[config.mk]
export PLATFORM = sky130hd
export DESIGN_NAME = el2_regfile_snapshot_flat
export DESIGN_NICKNAME = d
export VERILOG_FILES = /design/src/rtl/el2_pkg.sv /design/src/rtl/el2_regfile_snapshot_if.sv /design/src/rtl/el2_regfile_snap_ser.sv /design/src/rtl/el2_regfile_snapshot.sv /design/src/flat_wrapper.sv
export SDC_FILE = /design/constraint.sdc
export NUM_CORES = 2
export LEC_CHECK = 0
export ABC_CLOCK_PERIOD_IN_PS = 26400
export BUFFER_PORTS_ARGS = -buffer_cell sky130_fd_sc_hd__buf_4
export CORE_AREA = 2 2 473 475
export DETAILED_ROUTE_END_ITERATION = 12
export DIE_AREA = 0 0 475 477
export PLACE_DENSITY = 0.79
export SLEW_MARGIN = 20
export SYNTH_ARGS = -nofsm -noshare
export SYNTH_HDL_FRONTEND = slang
export SYNTH_SLANG_ARGS = --single-unit
[constraint.sdc]
create_clock -name clk -period 26.4 [get_ports clk]
set_input_delay 1.32 -clock clk [delete_from_list [all_inputs] [get_ports clk]]
set_output_delay 1.32 -clock clk [all_outputs]
set_load 0.01 [all_outputs]
[src/rtl/el2_pkg.sv]
// Shared types for the EL2 register-file snapshot buffer.
//   snap_hdr_t   : header word emitted at the start of every snapshot
//   snap_state_e : readout FSM states (TS state only with RV_REGFILE_SNAP_TIMESTAMP_EN)
//   HdrW         : width of the header and of every stream word
//   make_hdr()   : builds a header from the sequence number and trigger cause
package el2_pkg;

  localparam int unsigned HdrW = 32;

  typedef struct packed {
    logic [15:0] seq;
    logic [7:0]  reserved;
    logic [7:0]  cause;
  } snap_hdr_t;

`ifdef RV_REGFILE_SNAP_TIMESTAMP_EN
  typedef enum logic [1:0] {StIdle, StHdr, StTs, StData} snap_state_e;
`else
  typedef enum logic [1:0] {StIdle, StHdr, StData} snap_state_e;
`endif

  function automatic snap_hdr_t make_hdr(input logic [15:0] seq, input logic [7:0] cause);
    snap_hdr_t h;
    h.seq      = seq;
    h.reserved = 8'h00;
    h.cause    = cause;
    return h;
  endfunction

endpackage

[src/rtl/el2_regfile_snapshot_if.sv]
// Snapshot word stream (valid/ready).
//   out_valid : stream word valid              (master -> slave)
//   out_ready : consumer accepts word          (slave -> master)
//   out_data  : stream word                    (master -> slave)
//   out_first : current word is the header     (master -> slave)
//   out_last  : final word of a snapshot       (master -> slave)
interface el2_regfile_snapshot_if;
  import el2_pkg::*;

  logic            out_valid;
  logic            out_ready;
  logic [HdrW-1:0] out_data;
  logic            out_first;
  logic            out_last;

  modport master (
    output out_valid,
    output out_data,
    output out_first,
    output out_last,
    input  out_ready
  );

  modport slave (
    input  out_valid,
    input  out_data,
    input  out_first,
    input  out_last,
    output out_ready
  );

endinterface

[src/rtl/el2_regfile_snap_ser.sv]
// Snapshot serialiser: readout FSM, word index and output mux.
// The storage lives in the parent; this block presents the entry at the parent's read
// pointer as header [, timestamp], word 0 .. word NUM_WORDS-1 and pulses pop on the last
// accepted word.
//   clk, rst  : clock, synchronous active-high reset
//   occ_nz    : at least one entry stored
//   occ_gt1   : more than one entry stored
//   push      : an entry is being appended this cycle
//   hdr       : header of the entry at the read pointer
//   word      : word[idx] of the entry at the read pointer
//   ts        : capture timestamp of that entry (RV_REGFILE_SNAP_TIMESTAMP_EN only)
//   idx       : data word index requested from storage
//   pop       : last word of the current entry is being accepted
//   streaming : the entry at the read pointer is on the output port
//   out       : stream port (master)
module el2_regfile_snap_ser
  import el2_pkg::*;
#(
  parameter int unsigned NUM_WORDS = 26,
  localparam int unsigned IdxW = (NUM_WORDS > 1) ? $clog2(NUM_WORDS) : 1
) (
  input  logic                 clk,
  input  logic                 rst,
  input  logic                 occ_nz,
  input  logic                 occ_gt1,
  input  logic                 push,
  input  snap_hdr_t            hdr,
  input  logic [HdrW-1:0]      word,
`ifdef RV_REGFILE_SNAP_TIMESTAMP_EN
  input  logic [31:0]          ts,
`endif
  output logic [IdxW-1:0]      idx,
  output logic                 pop,
  output logic                 streaming,
  el2_regfile_snapshot_if.master out
);

  snap_state_e     state_q, state_d;
  logic [IdxW-1:0] idx_q, idx_d;
  logic            is_last;
  logic            hs;

  assign idx       = idx_q;
  assign streaming = (state_q != StIdle);
  assign is_last   = (idx_q == IdxW'(NUM_WORDS - 1));
  assign hs        = out.out_valid && out.out_ready;

  // Outputs depend on registered state only, so they hold while waiting for ready.
  always_comb begin
    out.out_valid = 1'b0;
    out.out_first = 1'b0;
    out.out_last  = 1'b0;
    out.out_data  = '0;
    pop           = 1'b0;
    unique case (state_q)
      StHdr: begin
        out.out_valid = 1'b1;
        out.out_first = 1'b1;
        out.out_data  = hdr;
      end
`ifdef RV_REGFILE_SNAP_TIMESTAMP_EN
      StTs: begin
        out.out_valid = 1'b1;
        out.out_data  = ts;
      end
`endif
      StData: begin
        out.out_valid = 1'b1;
        out.out_data  = word;
        out.out_last  = is_last;
        pop           = is_last && out.out_ready;
      end
      default: ;
    endcase
  end

  // Kept apart from the output block: push depends on pop, and next state depends on push.
  always_comb begin
    state_d = state_q;
    idx_d   = idx_q;
    unique case (state_q)
      StIdle: begin
        // Looking at push as well gives a capture-to-header latency of one cycle.
        if (occ_nz || push) state_d = StHdr;
      end
      StHdr: begin
        if (hs) begin
`ifdef RV_REGFILE_SNAP_TIMESTAMP_EN
          state_d = StTs;
`else
          state_d = StData;
`endif
          idx_d = '0;
        end
      end
`ifdef RV_REGFILE_SNAP_TIMESTAMP_EN
      StTs: begin
        if (hs) begin
          state_d = StData;
          idx_d   = '0;
        end
      end
`endif
      StData: begin
        if (hs) begin
          if (is_last) begin
            idx_d   = '0;
            state_d = (occ_gt1 || push) ? StHdr : StIdle;
          end else begin
            idx_d = idx_q + 1'b1;
          end
        end
      end
      default: state_d = StIdle;
    endcase
  end

  always_ff @(posedge clk) begin
    if (rst) begin
      state_q <= StIdle;
      idx_q   <= '0;
    end else begin
      state_q <= state_d;
      idx_q   <= idx_d;
    end
  end

endmodule

[src/rtl/el2_regfile_snapshot.sv]
// Register-state snapshot buffer. Any enabled trigger captures all exposed register words
// plus a header into a DEPTH-entry queue; entries drain as tagged word streams on `out`.
// Optional feature macro: RV_REGFILE_SNAP_TIMESTAMP_EN adds a free-running cycle counter
// whose value at capture is emitted as a TS word right after the header.
//   clk, rst   : clock, synchronous active-high reset
//   snap_words : NUM_WORDS flattened 32-bit register words, word 0 in bits [31:0]
//   trig       : per-cycle trigger pulses
//   trig_mask  : trigger enables (quasi-static)
//   out        : snapshot word stream (master)
//   drop_cnt   : saturating count of lost snapshots
//   occupancy  : entries stored, including the one streaming
module el2_regfile_snapshot
  import el2_pkg::*;
#(
  parameter int unsigned NUM_WORDS = 26,
  parameter int unsigned DEPTH     = 4,
  parameter int unsigned NUM_TRIG  = 4,
  parameter bit          OVERWRITE = 1'b0,
  localparam int unsigned PtrW = $clog2(DEPTH),
  localparam int unsigned OccW = PtrW + 1,
  localparam int unsigned IdxW = (NUM_WORDS > 1) ? $clog2(NUM_WORDS) : 1
) (
  input  logic                    clk,
  input  logic                    rst,
  input  logic [NUM_WORDS*32-1:0] snap_words,
  input  logic [NUM_TRIG-1:0]     trig,
  input  logic [NUM_TRIG-1:0]     trig_mask,
  el2_regfile_snapshot_if.master  out,
  output logic [15:0]             drop_cnt,
  output logic [OccW-1:0]         occupancy
);

  // Storage: no reset, contents are only meaningful between the pointers.
  logic [31:0] data_mem [DEPTH][NUM_WORDS];
  snap_hdr_t   hdr_mem  [DEPTH];
`ifdef RV_REGFILE_SNAP_TIMESTAMP_EN
  logic [31:0] ts_mem   [DEPTH];
  logic [31:0] ts_q;
`endif

  logic [PtrW-1:0] rd_ptr_q, rd_ptr_d, wr_ptr_q, wr_ptr_d, rd_nxt;
  logic [OccW-1:0] occ_q, occ_d;
  logic [15:0]     seq_q, seq_d;
  logic [15:0]     drop_q, drop_d;

  logic [7:0]      cause_ext;
  logic            cap, full;
  logic            push, drop, adv_head, move_head;
  logic            pop, streaming;
  logic [IdxW-1:0] idx;
  logic [31:0]     rd_word;

  assign occupancy = occ_q;
  assign drop_cnt  = drop_q;
  assign rd_nxt    = rd_ptr_q + 1'b1;
  assign rd_word   = data_mem[rd_ptr_q][idx];

  always_comb begin
    cause_ext                = '0;
    cause_ext[NUM_TRIG-1:0]  = trig & trig_mask;
    cap                      = |cause_ext;
    full                     = (occ_q == OccW'(DEPTH));
    push                     = 1'b0;
    drop                     = 1'b0;
    adv_head                 = 1'b0;
    move_head                = 1'b0;
    if (cap) begin
      if (!full || pop) begin
        // A pop in the same cycle frees the slot the capture lands in.
        push = 1'b1;
      end else if (!OVERWRITE) begin
        drop = 1'b1;
      end else if (!streaming) begin
        push     = 1'b1;
        adv_head = 1'b1;
        drop     = 1'b1;
      end else if (DEPTH > 2) begin
        // Oldest is on the port: relocate it one slot forward, dropping the second-oldest,
        // and let the new entry reuse the slot it vacates.
        push      = 1'b1;
        move_head = 1'b1;
        drop      = 1'b1;
      end else begin
        drop = 1'b1;
      end
    end

    rd_ptr_d = (pop || adv_head || move_head) ? rd_nxt : rd_ptr_q;
    wr_ptr_d = push ? wr_ptr_q + 1'b1 : wr_ptr_q;

    occ_d = occ_q;
    if (push && !pop && !adv_head && !move_head) begin
      occ_d = occ_q + 1'b1;
    end else if (pop && !push) begin
      occ_d = occ_q - 1'b1;
    end

    seq_d  = push ? seq_q + 16'd1 : seq_q;
    drop_d = (drop && drop_q != 16'hFFFF) ? drop_q + 16'd1 : drop_q;
  end

  always_ff @(posedge clk) begin
    if (rst) begin
      rd_ptr_q <= '0;
      wr_ptr_q <= '0;
      occ_q    <= '0;
      seq_q    <= '0;
      drop_q   <= '0;
    end else begin
      rd_ptr_q <= rd_ptr_d;
      wr_ptr_q <= wr_ptr_d;
      occ_q    <= occ_d;
      seq_q    <= seq_d;
      drop_q   <= drop_d;
    end
  end

`ifdef RV_REGFILE_SNAP_TIMESTAMP_EN
  always_ff @(posedge clk) begin
    if (rst) ts_q <= '0;
    else     ts_q <= ts_q + 32'd1;
  end
`endif

  // move_head targets rd_nxt while push targets wr_ptr == rd_ptr, so they never collide.
  always_ff @(posedge clk) begin
    if (move_head) begin
      data_mem[rd_nxt] <= data_mem[rd_ptr_q];
      hdr_mem[rd_nxt]  <= hdr_mem[rd_ptr_q];
`ifdef RV_REGFILE_SNAP_TIMESTAMP_EN
      ts_mem[rd_nxt]   <= ts_mem[rd_ptr_q];
`endif
    end
    if (push) begin
      hdr_mem[wr_ptr_q] <= make_hdr(seq_q, cause_ext);
`ifdef RV_REGFILE_SNAP_TIMESTAMP_EN
      ts_mem[wr_ptr_q]  <= ts_q;
`endif
      for (int k = 0; k < NUM_WORDS; k++) begin
        data_mem[wr_ptr_q][k] <= snap_words[k*32 +: 32];
      end
    end
  end

  el2_regfile_snap_ser #(
    .NUM_WORDS (NUM_WORDS)
  ) u_ser (
    .clk       (clk),
    .rst       (rst),
    .occ_nz    (occ_q != '0),
    .occ_gt1   (occ_q > OccW'(1)),
    .push      (push),
    .hdr       (hdr_mem[rd_ptr_q]),
    .word      (rd_word),
`ifdef RV_REGFILE_SNAP_TIMESTAMP_EN
    .ts        (ts_mem[rd_ptr_q]),
`endif
    .idx       (idx),
    .pop       (pop),
    .streaming (streaming),
    .out       (out)
  );

endmodule

[src/flat_wrapper.sv]
// flat-port wrapper written by rule: the top's interface ports become plain ports
module el2_regfile_snapshot_flat import el2_pkg::*;
#(
  parameter int unsigned NUM_WORDS = 26,
  parameter int unsigned DEPTH     = 4,
  parameter int unsigned NUM_TRIG  = 4,
  parameter bit          OVERWRITE = 1'b0,
  localparam int unsigned PtrW = $clog2(DEPTH),
  localparam int unsigned OccW = PtrW + 1,
  localparam int unsigned IdxW = (NUM_WORDS > 1) ? $clog2(NUM_WORDS) : 1
)
  (clk, rst, snap_words, trig, trig_mask, drop_cnt, occupancy, out_out_valid, out_out_data, out_out_first, out_out_last, out_out_ready);
  el2_regfile_snapshot_if out_i ();
  input  logic clk;
  input  logic rst;
  input  logic [NUM_WORDS*32-1:0] snap_words;
  input  logic [NUM_TRIG-1:0] trig;
  input  logic [NUM_TRIG-1:0] trig_mask;
  output logic [15:0] drop_cnt;
  output logic [OccW-1:0] occupancy;
  output wire logic [$bits(out_i.out_valid)-1:0] out_out_valid;
  output wire logic [$bits(out_i.out_data)-1:0] out_out_data;
  output wire logic [$bits(out_i.out_first)-1:0] out_out_first;
  output wire logic [$bits(out_i.out_last)-1:0] out_out_last;
  input wire logic [$bits(out_i.out_ready)-1:0] out_out_ready;
  assign out_out_valid = out_i.out_valid;
  assign out_out_data = out_i.out_data;
  assign out_out_first = out_i.out_first;
  assign out_out_last = out_i.out_last;
  assign out_i.out_ready = out_out_ready;
  el2_regfile_snapshot #(.NUM_WORDS(NUM_WORDS), .DEPTH(DEPTH), .NUM_TRIG(NUM_TRIG), .OVERWRITE(OVERWRITE)) u_core (.clk(clk), .rst(rst), .snap_words(snap_words), .trig(trig), .trig_mask(trig_mask), .out(out_i), .drop_cnt(drop_cnt), .occupancy(occupancy));
endmodule
==> impl_metrics.env <==
export IMPL_status="complete, no violations"
export IMPL_cts_resized=0
export IMPL_syn_area_per_cell_um2=22.8
export IMPL_synth_top_family_by_area="multiplexers"
export IMPL_cts_path_max_buffers=4
export IMPL_hold_depth=2
export IMPL_whs_ns=0.509
export IMPL_place_congestion=0.848
export IMPL_final_hold_viol_count=0
export IMPL_hp_start="u_core.wr_ptr_q[1]"
export IMPL_fin_crit_ns=8.72
export IMPL_rows=173
export IMPL_die_w_um=475
export IMPL_rsz0062_at_grt="no"
export IMPL_drt_iter0_drc=10200
export IMPL_synth_xor_area_frac=0.00232
export IMPL_grt_pass1_vias=68500
export IMPL_fin_nets=7721
export IMPL_antenna_left=0
export IMPL_synthMuxAreaShare=0.164
export IMPL_fin_crit_sh=0.330
export IMPL_slew_violations=0
export IMPL_p_comb_frac=0.153
export IMPL_seqPwrFrac=0.512
export IMPL_p_sw_uw=3760
export IMPL_synthCells=5801
export IMPL_nFillCells=12800
export IMPL_worst_slew_pin_slew_ns=1.23
export IMPL_path_clk_slew_ns=0.06
export IMPL_synth_simple_area_share=0.0161
export IMPL_htree_levels=5
export IMPL_r2r_end="u_core.data_mem[0][222]"
export IMPL_start_kind="flip-flop"
export IMPL_crit_required_ns=25.08
export IMPL_start_util=0.598
export IMPL_clk_latency_ns=1.00
export IMPL_cts_setup_buffers=0
export IMPL_min_path_type="reg2reg"
export IMPL_postCtsHoldBufs=0
export IMPL_chipHeight_um=477
export IMPL_wl_per_cell_um=37.9
export IMPL_yosysTopAreaCell="edfxtp_1"
export IMPL_port_buffers=896
export IMPL_p_int_uw=10500
export IMPL_cts_num_sinks=3456
export IMPL_r2r_start="u_core.u_ser.idx[1]"
export IMPL_ys_seq_area_frac=0.781
export IMPL_grt_antenna_before_repair=240
export IMPL_path_max_fanout=57
export IMPL_fmax_mhz=115
export IMPL_grt_pass1_wl_mm=531
export IMPL_fin_util=0.694
export IMPL_synthesis_nets=6661
export IMPL_synth_compound_area_frac=0.0213
export IMPL_synth_async_reset_ratio=0
export IMPL_maxSlewHeadroom=0.172
export IMPL_area_growth_pct=16.2
export IMPL_synthMostInstantiatedCell="edfxtp_1"
export IMPL_yosys_warnings=0
export IMPL_dieArea_um2=227000
export IMPL_netSwitchingFraction=0.264
export IMPL_synth_fa_ha_area_frac=0.00161
export IMPL_finalNonFillerCells=10300
export IMPL_ioPinCount=897
export IMPL_power_density_nw_per_um2=92.8
export IMPL_grt_max_degree=170
export IMPL_fin_setup_tns_ns=0
export IMPL_clock_skew_ns=0.0795
export IMPL_firstDrtPassIters=6
export IMPL_root_buffer="clkbuf_16"
export IMPL_routed_wl_mm=391
export IMPL_dp_hpwl_mm=243
export IMPL_hold_end="u_core.wr_ptr_q[1]"
export IMPL_area_sequential_um2=103000
export IMPL_cts_tree="built"
export IMPL_placed_cell_area_um2=142000
export IMPL_synthFlopType="edfxtp_1"
export IMPL_reg2reg_slack_ns=19.33
export IMPL_critPathKind="reg2out"
export IMPL_design_area_um2=154000
export IMPL_synth_edf_count=3408
export IMPL_crit_path_end_kind="output pin"
export IMPL_multi_input_area_um2=27300
export IMPL_setup_violations=0
export IMPL_vias_per_cell=6.72
export IMPL_vias=69200
export IMPL_r2r_cells=11
export IMPL_grt_use_total=0.341
export IMPL_dpl_cell_count=9483
export IMPL_synth_top_area_share=0.773
export IMPL_cp_arrival_ns=7.40
export IMPL_synth_seq_cells=3456
export IMPL_synth_area_top_cells="edfxtp_1, mux4_2, mux2i_1, dfxtp_1, nand2_1"
export IMPL_clkPwrFrac=0.335
export IMPL_cap_viol_max_count=0
export IMPL_drc=0
export IMPL_drive_above_1_share=0.336
export IMPL_mappedNetlistArea_um2=132000
export IMPL_ys_types=66
export IMPL_irDropWorstVdd_mv=0.108
export IMPL_cts_buffers=350
export IMPL_grt_overflow=0
export IMPL_core_area_um2=221000
export IMPL_synth_common_cells="edfxtp_1, mux4_2, mux2i_1"
export IMPL_cellLeakagePower_uw=0.0498
## flip-flops by register name (all words and copies together), names as in the netlist, named ones only
signal	flops
u_core.data_mem	3328
u_core.drop_cnt	16
u_core.u_ser.idx	5
u_core.occupancy	3
u_core.seq_q	16
u_core.rd_ptr_q	2
u_core.hdr_mem	80
u_core.u_ser.state_q	2
u_core.wr_ptr_q	2
## metrics by stage
step	setup WS, ns	power, uW
floorplan	3.00	9340
global placement	18.61	9430
detailed placement	18.65	9520
CTS	17.65	14300
global route	17.50	14600
finish	17.68	14300
## cell families after synthesis
family | count (synthesis)
xor+xnor | 35
mux | 1093
simple gates | 453
buf+inv | 343
flops | 3456
fa+ha+maj | 17
compound gates | 404
## layer usage
metal  GRT usage  up-vias  share of wire
li1            -    27100              -
met1       0.426    36100           0.33
met2       0.513     4784           0.47
met3       0.122      986           0.13
met4       0.215      176          0.069
met5           0        -         0.0029
## layout make-up
class,instances,area share
Antenna cell,192,0.00312
Inverter,25,0.000708
Clock inverter,173,0.0101
Clock buffer,445,0.0608
Sequential cell,3456,0.672
Tap cell,2975,0.0242
Multi-Input combinational cell,2002,0.177
Timing Repair Buffer,1026,0.0517
## power groups by stage
| stage | registers (uW) | clock network [uW] | logic (uW) |
|---|---|---|---|
| 3_3_place_gp | 7300 | 0 | 2130 |
| 5_1_grt | 7350 | 5020 | 2260 |
| 4_1_cts | 7290 | 4810 | 2180 |
| 2_1_floorplan | 8220 | 0 | 1130 |
| 6_report | 7300 | 4790 | 2190 |
| 3_5_place_dp | 7370 | 0 | 2150 |
## worst max path at each step
| stage | startpoint | to | slack (ns) | cells after the start |
|---|---|---|---|---|
| floorplan | u_core.u_ser.idx[1] | u_core.data_mem[1][0] | 3.00 | 13 |
| global placement | flip-flop | out_out_data[1] | 18.61 | 12 |
| detailed placement | flip-flop | out_out_data[1] | 18.65 | 12 |
| CTS | flip-flop | out_out_data[1] | 17.65 | 12 |
| global route | flip-flop | out_out_data[1] | 17.50 | 12 |
| finish | flip-flop | out_out_data[1] | 17.68 | 12 |
## critical path, stage by stage (launching register included)
cell and delay (ns):
dfxtp_4 0.86, buf_4 0.66, buf_4 0.87, buf_4 0.74, buf_4 0.80, mux4_2 0.41, mux2i_1 0.24, o21ai_0 0.12
a221oi_1 0.84, buf_4 0.25, nor3_1 0.08, o21a_1 0.27, buf_4 0.16
## layout by cell type (no fill, tap or decap), types with 23 or more instances in the layout
master	netlist	layout
edfxtp_1	3408	3408
buf_4	83	1007
mux4_2	860	860
clkbuf_16	0	358
mux2i_1	225	225
diode_2	0	192
nand2_1	178	178
clkbuf_1	114	81
nor2_1	80	77
a21oi_1	72	72
clkinv_1	1	69
o21ai_0	58	58
clkinv_2	0	48
o22ai_1	45	45
nand3_1	44	44
dfxtp_1	48	41
nor3_1	40	40
a221oi_1	34	33
xnor2_1	28	28
o221ai_1	27	27
a22oi_1	27	27
a32oi_1	26	26
bufinv_16	0	25
inv_1	24	23
Power figures use the tool's default switching activity.
